`src/rtl/klein_serial_io.sv`:
```
// klein_serial_io
// Byte-serial sequencer wrapped around the KLEIN 8-bit round datapath.
// It accepts a plaintext/key pair and streams both into the datapath one byte
// per cycle, with the load strobe asserted. It then waits out the fixed core
// latency, collects the ciphertext bytes from core_out, and holds the
// assembled word until the consumer takes it.
// Byte i of every bus occupies bits [8i:8i+7]. Byte 0 is the most significant
// byte and is always the first one on the wire.

module klein_serial_io #(
    parameter int BLK_BYTES   = 8,
    parameter int KEY_BYTES   = 10,
    parameter int CORE_CYCLES = 192
) (
    input  logic                     ck,
    input  logic                     rst,
    input  logic                     in_valid,
    output logic                     in_ready,
    input  logic [0:8*BLK_BYTES-1]   pt,
    input  logic [0:8*KEY_BYTES-1]   key,
    output logic [0:7]               core_inp,
    output logic [0:7]               core_key,
    output logic                     core_load,
    input  logic [0:7]               core_out,
    output logic [0:8*BLK_BYTES-1]   ct,
    output logic                     out_valid,
    input  logic                     out_ready,
    output logic                     busy
);

    localparam int PT_W    = 8 * BLK_BYTES;
    localparam int KEY_W   = 8 * KEY_BYTES;
    localparam int CNT_MAX = (KEY_BYTES > CORE_CYCLES) ? KEY_BYTES : CORE_CYCLES;
    localparam int CNT_W   = $clog2(CNT_MAX + 1);

    // Terminal counts. UNLOAD collects the bytes after byte 0, so it ends
    // two short of BLK_BYTES. With a one-byte block it is skipped entirely.
    localparam logic [CNT_W-1:0] LAST_LOAD   = CNT_W'(KEY_BYTES - 1);
    localparam logic [CNT_W-1:0] LAST_RUN    = CNT_W'(CORE_CYCLES - 1);
    localparam logic [CNT_W-1:0] LAST_UNLOAD = CNT_W'((BLK_BYTES >= 2) ? (BLK_BYTES - 2) : 0);
    localparam logic [CNT_W-1:0] CNT_ZERO    = CNT_W'(0);
    localparam logic [CNT_W-1:0] CNT_ONE     = CNT_W'(1);

    localparam logic [2:0] S_IDLE   = 3'd0;
    localparam logic [2:0] S_LOAD   = 3'd1;
    localparam logic [2:0] S_RUN    = 3'd2;
    localparam logic [2:0] S_UNLOAD = 3'd3;
    localparam logic [2:0] S_HOLD   = 3'd4;

    // Byte 0 is captured on the final RUN edge. A one-byte block is therefore
    // already complete at that point.
    localparam logic [2:0] S_AFTER_RUN = (BLK_BYTES > 1) ? S_UNLOAD : S_HOLD;

    logic [2:0]        r_state;
    logic [2:0]        w_state_nxt;
    logic [CNT_W-1:0]  r_cnt;
    logic [CNT_W-1:0]  w_cnt_nxt;

    logic [0:PT_W-1]   r_pt_sh;
    logic [0:KEY_W-1]  r_key_sh;
    logic [0:PT_W-1]   r_ct;
    logic [0:PT_W-1]   w_ct_shift;

    logic              w_accept;
    logic              w_capture;

    logic              r_in_ready;
    logic              r_out_valid;
    logic              r_busy;
    logic              r_core_load;
    logic [0:7]        r_core_inp;
    logic [0:7]        r_core_key;

    logic              w_core_load_nxt;
    logic [0:7]        w_core_inp_nxt;
    logic [0:7]        w_core_key_nxt;

    assign w_accept   = (r_state == S_IDLE) && in_valid;
    assign w_capture  = ((r_state == S_RUN) && (r_cnt == LAST_RUN)) || (r_state == S_UNLOAD);
    assign w_ct_shift = (r_ct << 4'd8) | PT_W'(core_out);

    // Next-state and counter: the counter restarts on every state change.
    always_comb begin
        w_state_nxt = r_state;
        w_cnt_nxt   = r_cnt;
        case (r_state)
            S_IDLE: begin
                if (in_valid) begin
                    w_state_nxt = S_LOAD;
                    w_cnt_nxt   = CNT_ZERO;
                end else begin
                    w_state_nxt = S_IDLE;
                    w_cnt_nxt   = CNT_ZERO;
                end
            end
            S_LOAD: begin
                if (r_cnt == LAST_LOAD) begin
                    w_state_nxt = S_RUN;
                    w_cnt_nxt   = CNT_ZERO;
                end else begin
                    w_state_nxt = S_LOAD;
                    w_cnt_nxt   = r_cnt + CNT_ONE;
                end
            end
            S_RUN: begin
                if (r_cnt == LAST_RUN) begin
                    w_state_nxt = S_AFTER_RUN;
                    w_cnt_nxt   = CNT_ZERO;
                end else begin
                    w_state_nxt = S_RUN;
                    w_cnt_nxt   = r_cnt + CNT_ONE;
                end
            end
            S_UNLOAD: begin
                if (r_cnt == LAST_UNLOAD) begin
                    w_state_nxt = S_HOLD;
                    w_cnt_nxt   = CNT_ZERO;
                end else begin
                    w_state_nxt = S_UNLOAD;
                    w_cnt_nxt   = r_cnt + CNT_ONE;
                end
            end
            S_HOLD: begin
                if (out_ready) begin
                    w_state_nxt = S_IDLE;
                    w_cnt_nxt   = CNT_ZERO;
                end else begin
                    w_state_nxt = S_HOLD;
                    w_cnt_nxt   = CNT_ZERO;
                end
            end
            default: begin
                w_state_nxt = S_IDLE;
                w_cnt_nxt   = CNT_ZERO;
            end
        endcase
    end

    // Bytes that appear on the datapath in the coming cycle. On the accept
    // edge, byte 0 comes straight from the input ports. After that it comes
    // from the head of the shift registers. The plaintext register fills with
    // zeros, so a key longer than the block pads core_inp automatically.
    always_comb begin
        w_core_load_nxt = 1'b0;
        w_core_inp_nxt  = 8'h00;
        w_core_key_nxt  = 8'h00;
        if (w_state_nxt == S_LOAD) begin
            w_core_load_nxt = 1'b1;
            if (r_state == S_IDLE) begin
                w_core_inp_nxt = pt[0 +: 8];
                w_core_key_nxt = key[0 +: 8];
            end else begin
                w_core_inp_nxt = r_pt_sh[0 +: 8];
                w_core_key_nxt = r_key_sh[0 +: 8];
            end
        end else begin
            w_core_load_nxt = 1'b0;
            w_core_inp_nxt  = 8'h00;
            w_core_key_nxt  = 8'h00;
        end
    end

    // State and counter registers.
    always_ff @(posedge ck) begin
        if (rst) begin
            r_state <= S_IDLE;
            r_cnt   <= CNT_ZERO;
        end else begin
            r_state <= w_state_nxt;
            r_cnt   <= w_cnt_nxt;
        end
    end

    // Input shift registers: byte 0 leaves directly from the ports on the
    // accept edge, and the remaining bytes move up one slot per LOAD cycle.
    always_ff @(posedge ck) begin
        if (rst) begin
            r_pt_sh  <= {PT_W{1'b0}};
            r_key_sh <= {KEY_W{1'b0}};
        end else if (w_accept) begin
            r_pt_sh  <= pt << 4'd8;
            r_key_sh <= key << 4'd8;
        end else if (r_state == S_LOAD) begin
            r_pt_sh  <= r_pt_sh << 4'd8;
            r_key_sh <= r_key_sh << 4'd8;
        end else begin
            r_pt_sh  <= r_pt_sh;
            r_key_sh <= r_key_sh;
        end
    end

    // Ciphertext assembly: core_out enters the low byte unregistered, so byte
    // 0 ends up in the most significant position after the last capture.
    always_ff @(posedge ck) begin
        if (rst) begin
            r_ct <= {PT_W{1'b0}};
        end else if (w_capture) begin
            r_ct <= w_ct_shift;
        end else begin
            r_ct <= r_ct;
        end
    end

    // Handshake and datapath-facing outputs are all registered copies of the
    // next-state decode, so every output is glitch-free.
    always_ff @(posedge ck) begin
        if (rst) begin
            r_in_ready  <= 1'b1;
            r_out_valid <= 1'b0;
            r_busy      <= 1'b0;
            r_core_load <= 1'b0;
            r_core_inp  <= 8'h00;
            r_core_key  <= 8'h00;
        end else begin
            r_in_ready  <= (w_state_nxt == S_IDLE);
            r_out_valid <= (w_state_nxt == S_HOLD);
            r_busy      <= (w_state_nxt != S_IDLE);
            r_core_load <= w_core_load_nxt;
            r_core_inp  <= w_core_inp_nxt;
            r_core_key  <= w_core_key_nxt;
        end
    end

    assign in_ready  = r_in_ready;
    assign out_valid = r_out_valid;
    assign busy      = r_busy;
    assign core_load = r_core_load;
    assign core_inp  = r_core_inp;
    assign core_key  = r_core_key;
    assign ct        = r_ct;

endmodule

```
`config.mk`:
```
export PLATFORM = sky130hd
export DESIGN_NAME = klein_serial_io
export DESIGN_NICKNAME = d
export VERILOG_FILES = /design/src/rtl/klein_serial_io.sv
export SDC_FILE = /design/constraint.sdc
export NUM_CORES = 1
export LEC_CHECK = 0
export BUFFER_PORTS_ARGS = -buffer_cell sky130_fd_sc_hd__buf_2
export CORE_MARGIN = 4
export CORE_UTILIZATION = 54
export CTS_BUF_LIST = sky130_fd_sc_hd__clkbuf_4
export DETAILED_ROUTE_END_ITERATION = 12
export PLACE_DENSITY_LB_ADDON = 0.2
export SYNTH_ARGS = -nofsm -noshare
export SYNTH_HDL_FRONTEND = slang
export SYNTH_SLANG_ARGS = --single-unit
```
`constraint.sdc`:
```
create_clock -name ck -period 2.43 [get_ports ck]
set_input_delay 0.486 -clock ck [delete_from_list [all_inputs] [get_ports ck]]
set_output_delay 0.486 -clock ck [all_outputs]
set_load 0.03 [all_outputs]
```
Word level (Yosys, flattened, before mapping)
Index checks and enable logic that the tools add are counted.
W data, S select, Z words.
Operators by class
  add/sub/neg operators: 1
  equal/unequal tests: 9
  multiplexer cells: 17
  bitwise gates (word level): 2
  reductions and logical operators: 8
Operators by type and width (number)
  $mux W80: 2
  $mux W64: 2
  $or A64 B8 Y64: 1
  $mux W8: 5
  $pmux W8 S3: 1
  $pmux W3 S5: 1
  $add A8 B1 Y8 const B: 1
  $eq A8 B3 Y1 const B: 1
  $eq A8 B4 Y1 const B: 1
  $eq A8 B8 Y1 const B: 1
  $eq A3 B1 Y1 const B: 2
  $eq A3 B2 Y1 const B: 2
  $eq A3 B3 Y1 const B: 2
  $logic_not A3 Y1: 2
  $mux W3: 2
  $mux W1: 3
  $reduce_bool A3 Y1: 1
  $logic_and A1 B1 Y1: 2
  $mux W2: 1
  $reduce_bool A2 Y1: 1
  $reduce_or A2 Y1: 1
  $logic_or A1 B1 Y1: 1
  $not A1 Y1: 1
Storage, ports and cells
  flip-flop bits (word level): 223
  input port bits: 156
  output and inout port bits: 84
  word-level logic and storage cells: 48

Longest topological paths before layout
Gate-level depths: netlist of the first run.
  word-level depth: 6
  gate-level depth with buffers: 7
  gate-level depth less buffers: 6

Worst setup path after synthesis of the first run
No wires, ideal clock.
  path type: reg2reg
  start: register r_cnt[0]
  end: register r_ct (netlist bit ct[10])
  library setup time: 70 ps
  data arrival time: 1650 ps
  required time: 2360 ps
  slack: 710 ps
  cell stages (with the launch flop): 7
  path buffers: 1
  period minus slack after synthesis: 1720 ps
  cells stage by stage: dfxtp_1 ha_1 and3b_1 a31oi_2 clkbuf_1 nand2_1 a21oi_1
On the way
  word-level cells in the longest chain between the ends: 3
Ends and longest elaborated chain
  start: declaration: RTL line 56  | logic [CNT_W-1:0] r_cnt;
  start signal: assignment: RTL line 170  | r_cnt <= w_cnt_nxt;
  $eq A8 B8 Y1: RTL line 79  | assign w_capture = ((r_state == S_RUN) && (r_cnt == LAST_RUN)) || (r_state == S_UNLOAD);
  $logic_and A1 B1 Y1: RTL line 79
  $logic_or A1 B1 Y1: RTL line 79
  end signal: assignment: RTL line 196  | r_ct <= {PT_W{1'b0}};
  end signal: assignment: RTL line 198  | r_ct <= w_ct_shift;
  end signal: assignment: RTL line 200  | r_ct <= r_ct;
  end: declaration: RTL line 61  | logic [0:PT_W-1] r_ct;
Every way passes these cells.
A chain may end at the register's enable or synchronous reset.

Worst setup path after layout of the first run
  start: register r_cnt[0]
  end: register r_ct (netlist bit ct[44])
Same word-level chain as after synthesis.

==> results of run 1 <==
==> power by group <==
group / switching (mW) / total (mW) / internal (mW)
clock network: 1.43 / 3.07 / 1.64
logic: 0.461 / 0.772 / 0.311
registers: 0.0938 / 3.93 / 3.83
total: 1.98 / 7.77 / 5.79
==> per-layer routing <==
metal  global-route usage  vias up
met3               0.0943       47
met4               0.0924       10
met5                    0        -
met1                0.294     3506
met2                0.383      274
li1                     -     3897
==> area by class of cell <==
class                           count  area share
Sequential cell                   223       0.431
Tap cell                          188      0.0227
Clock buffer                       82      0.0594
Multi-Input combinational cell    667       0.341
Inverter                            5     0.00181
Timing Repair Buffer              250       0.134
Clock inverter                     17     0.00894
Antenna cell                        6     0.00145
==> sequential cells by signal (all words and copies together), names as in the netlist <==
signal	cells
core_load	1
in_ready	1
r_cnt	8
r_pt_sh	56
r_state	3
core_inp	8
r_key_sh	72
busy	1
core_key	8
out_valid	1
ct	64
==> cells in the final DEF, fill, tap and decap left out, drive strengths merged, types with 2 or more instances in the layout <==
master / synthesis / layout
nand2: 272 / 272
dfxtp: 223 / 223
diode: 0 / 6
nand3: 4 / 4
inv: 5 / 5
ha: 3 / 3
nor2b: 3 / 3
nor2: 25 / 25
a31o: 2 / 2
a22oi: 128 / 128
clkbuf: 53 / 82
a31oi: 2 / 2
a21oi: 194 / 194
a21boi: 2 / 2
o31ai: 2 / 2
xor2: 3 / 3
clkinv: 0 / 16
or3: 2 / 2
nor3b: 3 / 3
xnor2: 2 / 2
buf: 28 / 250
and3b: 4 / 4
==> worst max-delay path, stage by stage (launching register included) <==
cell     delay [ns]
dfxtp_1        0.44
ha_1           0.31
and3b_1        0.32
a31o_2         0.41
buf_12         0.21
nand2_1        0.10
a21oi_1        0.18
==> kinds of logic after synthesis <==
family	synth area share
buffers and inverters	0.0423
AOI/OAI and AO/OA	0.253
DFF	0.536
adders and majority gates	0.00450
and+or+nand+nor	0.159
xor gates and xnor gates	0.00525
==> metrics by stage <==
stage,setup slack (ns),instances
5_1_grt,0.216,1437
4_1_cts,0.369,1432
2_1_floorplan,0.710,976
3_5_place_dp,0.425,1333
3_3_place_gp,0.457,1333
6_report,0.387,1438
==> worst min-delay path by stage <==
stage	end	slack, ns	cells after the start
6_report	core_key[4]	0.06	3
5_1_grt	r_state[1]	0.001	2
4_1_cts	r_state[1]	0.002	2
3_5_place_dp	ct[4]	0.44	2
3_3_place_gp	ct[5]	0.44	2
2_1_floorplan	r_key_sh[10]	0.44	2
==> run summary, run 1 <==
Initial core utilization -> 0.550
Worst vdd ir -> 371 uV
Reg clk slew, reported paths -> 0.07 ns
CTS sink cnt -> 223
Largest net degree at the start of global routing -> 193
CTS Hold Bufs -> 0
Final hold vios -> 0
Iteration-0 DRC Markers -> 569
Post-synth top cells -> 272 x nand2_1, 223 x dfxtp_1, 185 x a21oi_1
GR Util All Layers -> 0.240
Synth Register Bits -> 223
Area Growth Syn to Fin -> 24.3%
Fin nets -> 1,362
CP Launch Type -> flip-flop
First-pass GRT wire length -> 35.2 mm
ANT nets after route -> 0
Vert. Die Dim -> 132 um
Fillers -> 1,311
Async S/R FF share, synth -> 0
Most common cell in the netlist -> nand2_1
Worst skew pair latency -> 0.66 ns
Tmin final -> 2.04 ns
Drt via density -> 5.38
Row count -> 45
H-tree Lvls -> 2
Highest fanout seen on the critical path -> 22
Final setup vio count -> 0
Slew @ Worst Pin -> 0.873 ns
Die W -> 132 um
CP required -> 2.99 ns
DPL Wire Length -> 14.0 mm
Setup TNS -> 0 ns
Top cell type by total area after synthesis -> dfxtp_1
Fin util -> 0.684
Drt pass-1 iters -> 6
Top Metal Used -> met5
Synth Net Count -> 1,135
Capture point of the critical path -> ct[44]
Worst EP arrival -> 2.60 ns
Clk root buf -> clkbuf_4
Total die area -> 17,500 um^2
Hold Path Class -> input port to flip-flop
Post-route cell area -> 10,400 um^2
WL met2 -> 10.5 mm
DP Area -> 9640 um^2
Yosys cell types -> 44
Number of flops mapped to enable cells by yosys -> 0
Initial antenna violation count -> 11
FF-to-FF setup slack -> 0.39 ns
DRC -> 0
Kind of critical path -> flip-flop to flip-flop
Final RePlAce weighted congestion -> 0.852
Sequential share of the synthesized area -> 0.536
Core Box Area -> 15,100 um^2
Skew final -> 0.0329 ns
Met1 Wirelength -> 8.81 mm
R2R Path Start -> r_cnt[0]
Fmax achieved -> 490 MHz
Clk buf depth -> 3
PwrDens -> 750 nW/um^2
Number of global-route vias before repair -> 7,329
Post-CTS Setup Bufs -> 0
Wirelength per Cell -> 15.2 um
Post_cts resized -> 0
Synth area leaders -> dfxtp_1 54%, nand2_1 12%, a22oi_1 12%
Hold Crit Start -> key[4]
CTS tree -> yes
Via count -> 7,734
Worst r2r dst -> ct[44]
Worst setup path start -> r_cnt[0]
Met3 WL -> 1.96 mm
Max-slew violation count -> 0
Worst setup EP type -> flip-flop
Hold_ws -> 0.0639 ns
Run status -> finished, final reports clean
Post-Syn Instances -> 976
Yosys warnings -> 0
IO Count -> 240
Netlist Area Pre-Place -> 8340 um^2
Pwr Total -> 7.77 mW
Area occupied by multi-input gates -> 3530 um^2
Reg area -> 4460 um^2
Main synth FF type -> dfxtp_1
Relative slew slack -> 0.418
P_leak -> 4.24 nW
Total CTS buffers -> 56
Unrepaired setup endpoints after global routing -> no
Avg Cell Area, Syn -> 8.54 um^2
Yosys top cell area share -> 0.536
GRT Residual Overflow -> 0
MaxCap Viol Count -> 0
Total Routed Length -> 21.8 mm
Share of cells above drive strength 1 -> 0.286
IO buf count -> 239
R2R depth -> 6
Crit share post-route -> 0.841
No activity file was read; power rests on OpenSTA's default activity.
==> run 2: changes to the inputs <==
==> constraint.sdc (replaced) <==
create_clock -name ck -period 2 [get_ports ck]
set_input_delay 0.4 -clock ck [delete_from_list [all_inputs] [get_ports ck]]
set_output_delay 0.4 -clock ck [all_outputs]
set_load 0.03 [all_outputs]
==> run 2 against run 1 <==
- cell area rose by 5.0%
- critical endpoint is now busy
- sequential cell count did not move
- largest cell class unchanged
- count of clock-buffer cells in the layout fell by 4
- worst hold slack got worse by 0.013 ns
- clock power is 18% higher
- critical path type unchanged
==> run summary, run 2 (synthesized netlist as in run 1, its figures left out) <==
Crit share post-route -> 0.951
GRT Residual Overflow -> 0
FF-to-FF setup slack -> 0.1 ns
Hold Crit Start -> pt[49]
Most common cell after layout, fill and taps aside -> nand2_1
IO buf count -> 239
Skew final -> 0.0279 ns
Kind of critical path -> flip-flop to flip-flop
Reg clk slew, reported paths -> 0.07 ns
Initial antenna violation count -> 5
Tmin final -> 1.90 ns
Worst hold path stage count -> 3
Drt via density -> 5.37
Vert. Die Dim -> 132 um
Worst skew pair latency -> 0.64 ns
Hold_ws -> 0.0508 ns
CTS tree -> yes
Final RePlAce weighted congestion -> 0.857
Total CTS buffers -> 55
Largest net degree at the start of global routing -> 131
Relative slew slack -> 0.575
Row count -> 45
Crit path largest cell delay -> 0.37 ns
CP required -> 2.51 ns
Worst vdd ir -> 528 uV
Most frequent cells in the layout -> 272 x nand2_1, 238 x buf_2, 223 x dfxtp_1
R2R Path Start -> r_cnt[0]
Share of cells above drive strength 1 -> 0.279
Worst setup EP type -> flip-flop
Initial core utilization -> 0.550
CTS sink cnt -> 223
GR Util All Layers -> 0.246
Max-slew violation count -> 0
R2R depth -> 5
DRC -> 0
IO Count -> 240
First-pass GRT wire length -> 36.3 mm
Placed instance count -> 1,341
Non-filler cells, final -> 1,490
Final hold vios -> 0
Worst r2r dst -> busy
Setup TNS -> 0 ns
Run status -> finished, final reports clean
P_leak -> 4.48 nW
Total Routed Length -> 22.8 mm
Area Growth Syn to Fin -> 30.6%
Number of global-route vias before repair -> 7,726
Slew @ Worst Pin -> 0.637 ns
Highest fanout seen on the critical path -> 7
Post-route cell area -> 10,900 um^2
Total die area -> 17,500 um^2
Final setup vio count -> 0
Clk root buf -> clkbuf_4
MaxCap Viol Count -> 0
DP Area -> 9700 um^2
Max reg flops -> 72
CP Cell Sequence -> ha_1 > and3b_1 > a31o_1 > o31a_1 > or3_1
Iteration-0 DRC Markers -> 479
PwrDens -> 868 nW/um^2
Clk buf depth -> 3
Critical-path top delay cell -> dfxtp_1
Unrepaired setup endpoints after global routing -> no
H-tree Lvls -> 2
Die W -> 132 um
Fmax achieved -> 526 MHz
Pwr Total -> 9.45 mW
ANT nets after route -> 0
Core Box Area -> 15,100 um^2
DPL Wire Length -> 14.4 mm
Fin nets -> 1,420
Hold EP -> r_pt_sh[41]
Hold Path Class -> input port to flip-flop
Largest Register -> r_key_sh
Drt pass-1 iters -> 6
CP Launch Type -> flip-flop
Via count -> 8,007
Worst EP arrival -> 2.41 ns
Wirelength per Cell -> 15.3 um
## run 2: metrics by stage
step | utilization | worst slack [ns]
final | 0.719 | 0.0984
after global routing | 0.718 | 0.00705
after CTS | 0.716 | 0.0551
after detailed placement | 0.640 | 0.0912
after global placement | 0.640 | 0.120
after floorplan | - | 0.280
## run 2: cell type report
class | instances | area [um^2]
Multi-Input combinational cell | 668 | 3540
Fill cell | 1208 | 4260
Antenna cell | 3 | 7.51
Tap cell | 188 | 235
Clock buffer | 78 | 586
Sequential cell | 223 | 4460
Inverter | 5 | 18.8
Timing Repair Buffer | 308 | 1940
Clock inverter | 17 | 90.1
## run 2: worst max-delay path by stage
stage | to | slack, ns | cells after the start | start
floorplan | ct[10] | 0.28 | 6 | r_cnt[0]
global placement | busy | 0.12 | 5 | r_cnt[0]
global route | ct[3] | 0.007 | 6 | r_cnt[0]
detailed placement | r_pt_sh[38] | 0.09 | 6 | in_valid
CTS | r_pt_sh[26] | 0.06 | 5 | r_state[2]
finish | busy | 0.1 | 5 | r_cnt[0]
## run 2: critical path: cells and delay by family, from the launching register on
family / cells / cell delay (ns)
flip-flops: 1 / 0.37
AO/OA/AOI/OAI: 2 / 0.51
adder cells (fa/ha/maj): 1 / 0.30
AND/OR/NAND/NOR: 2 / 0.60
## run 2: repair_timing
item                                    in CTS  in global routing
gates resized for setup                      0                  1
hold buffers                                47                  0
hold endpoints to repair                    47                  0
buffers inserted                             0                  3
endpoints found under the setup margin       0                 31
## run 2: per-layer routing
metal  global-route usage  wire length, um
met1                0.296             9170
met2                0.410            11200
met3               0.0809             1890
met4               0.0941              450
met5                    0               46
## run 2: report_power, final
group	internal (mW)	total, mW	leakage, nW	switching [mW]
clock	1.91	3.63	0.401	1.71
sequential	4.66	4.77	1.82	0.112
combinational	0.462	1.05	2.25	0.591
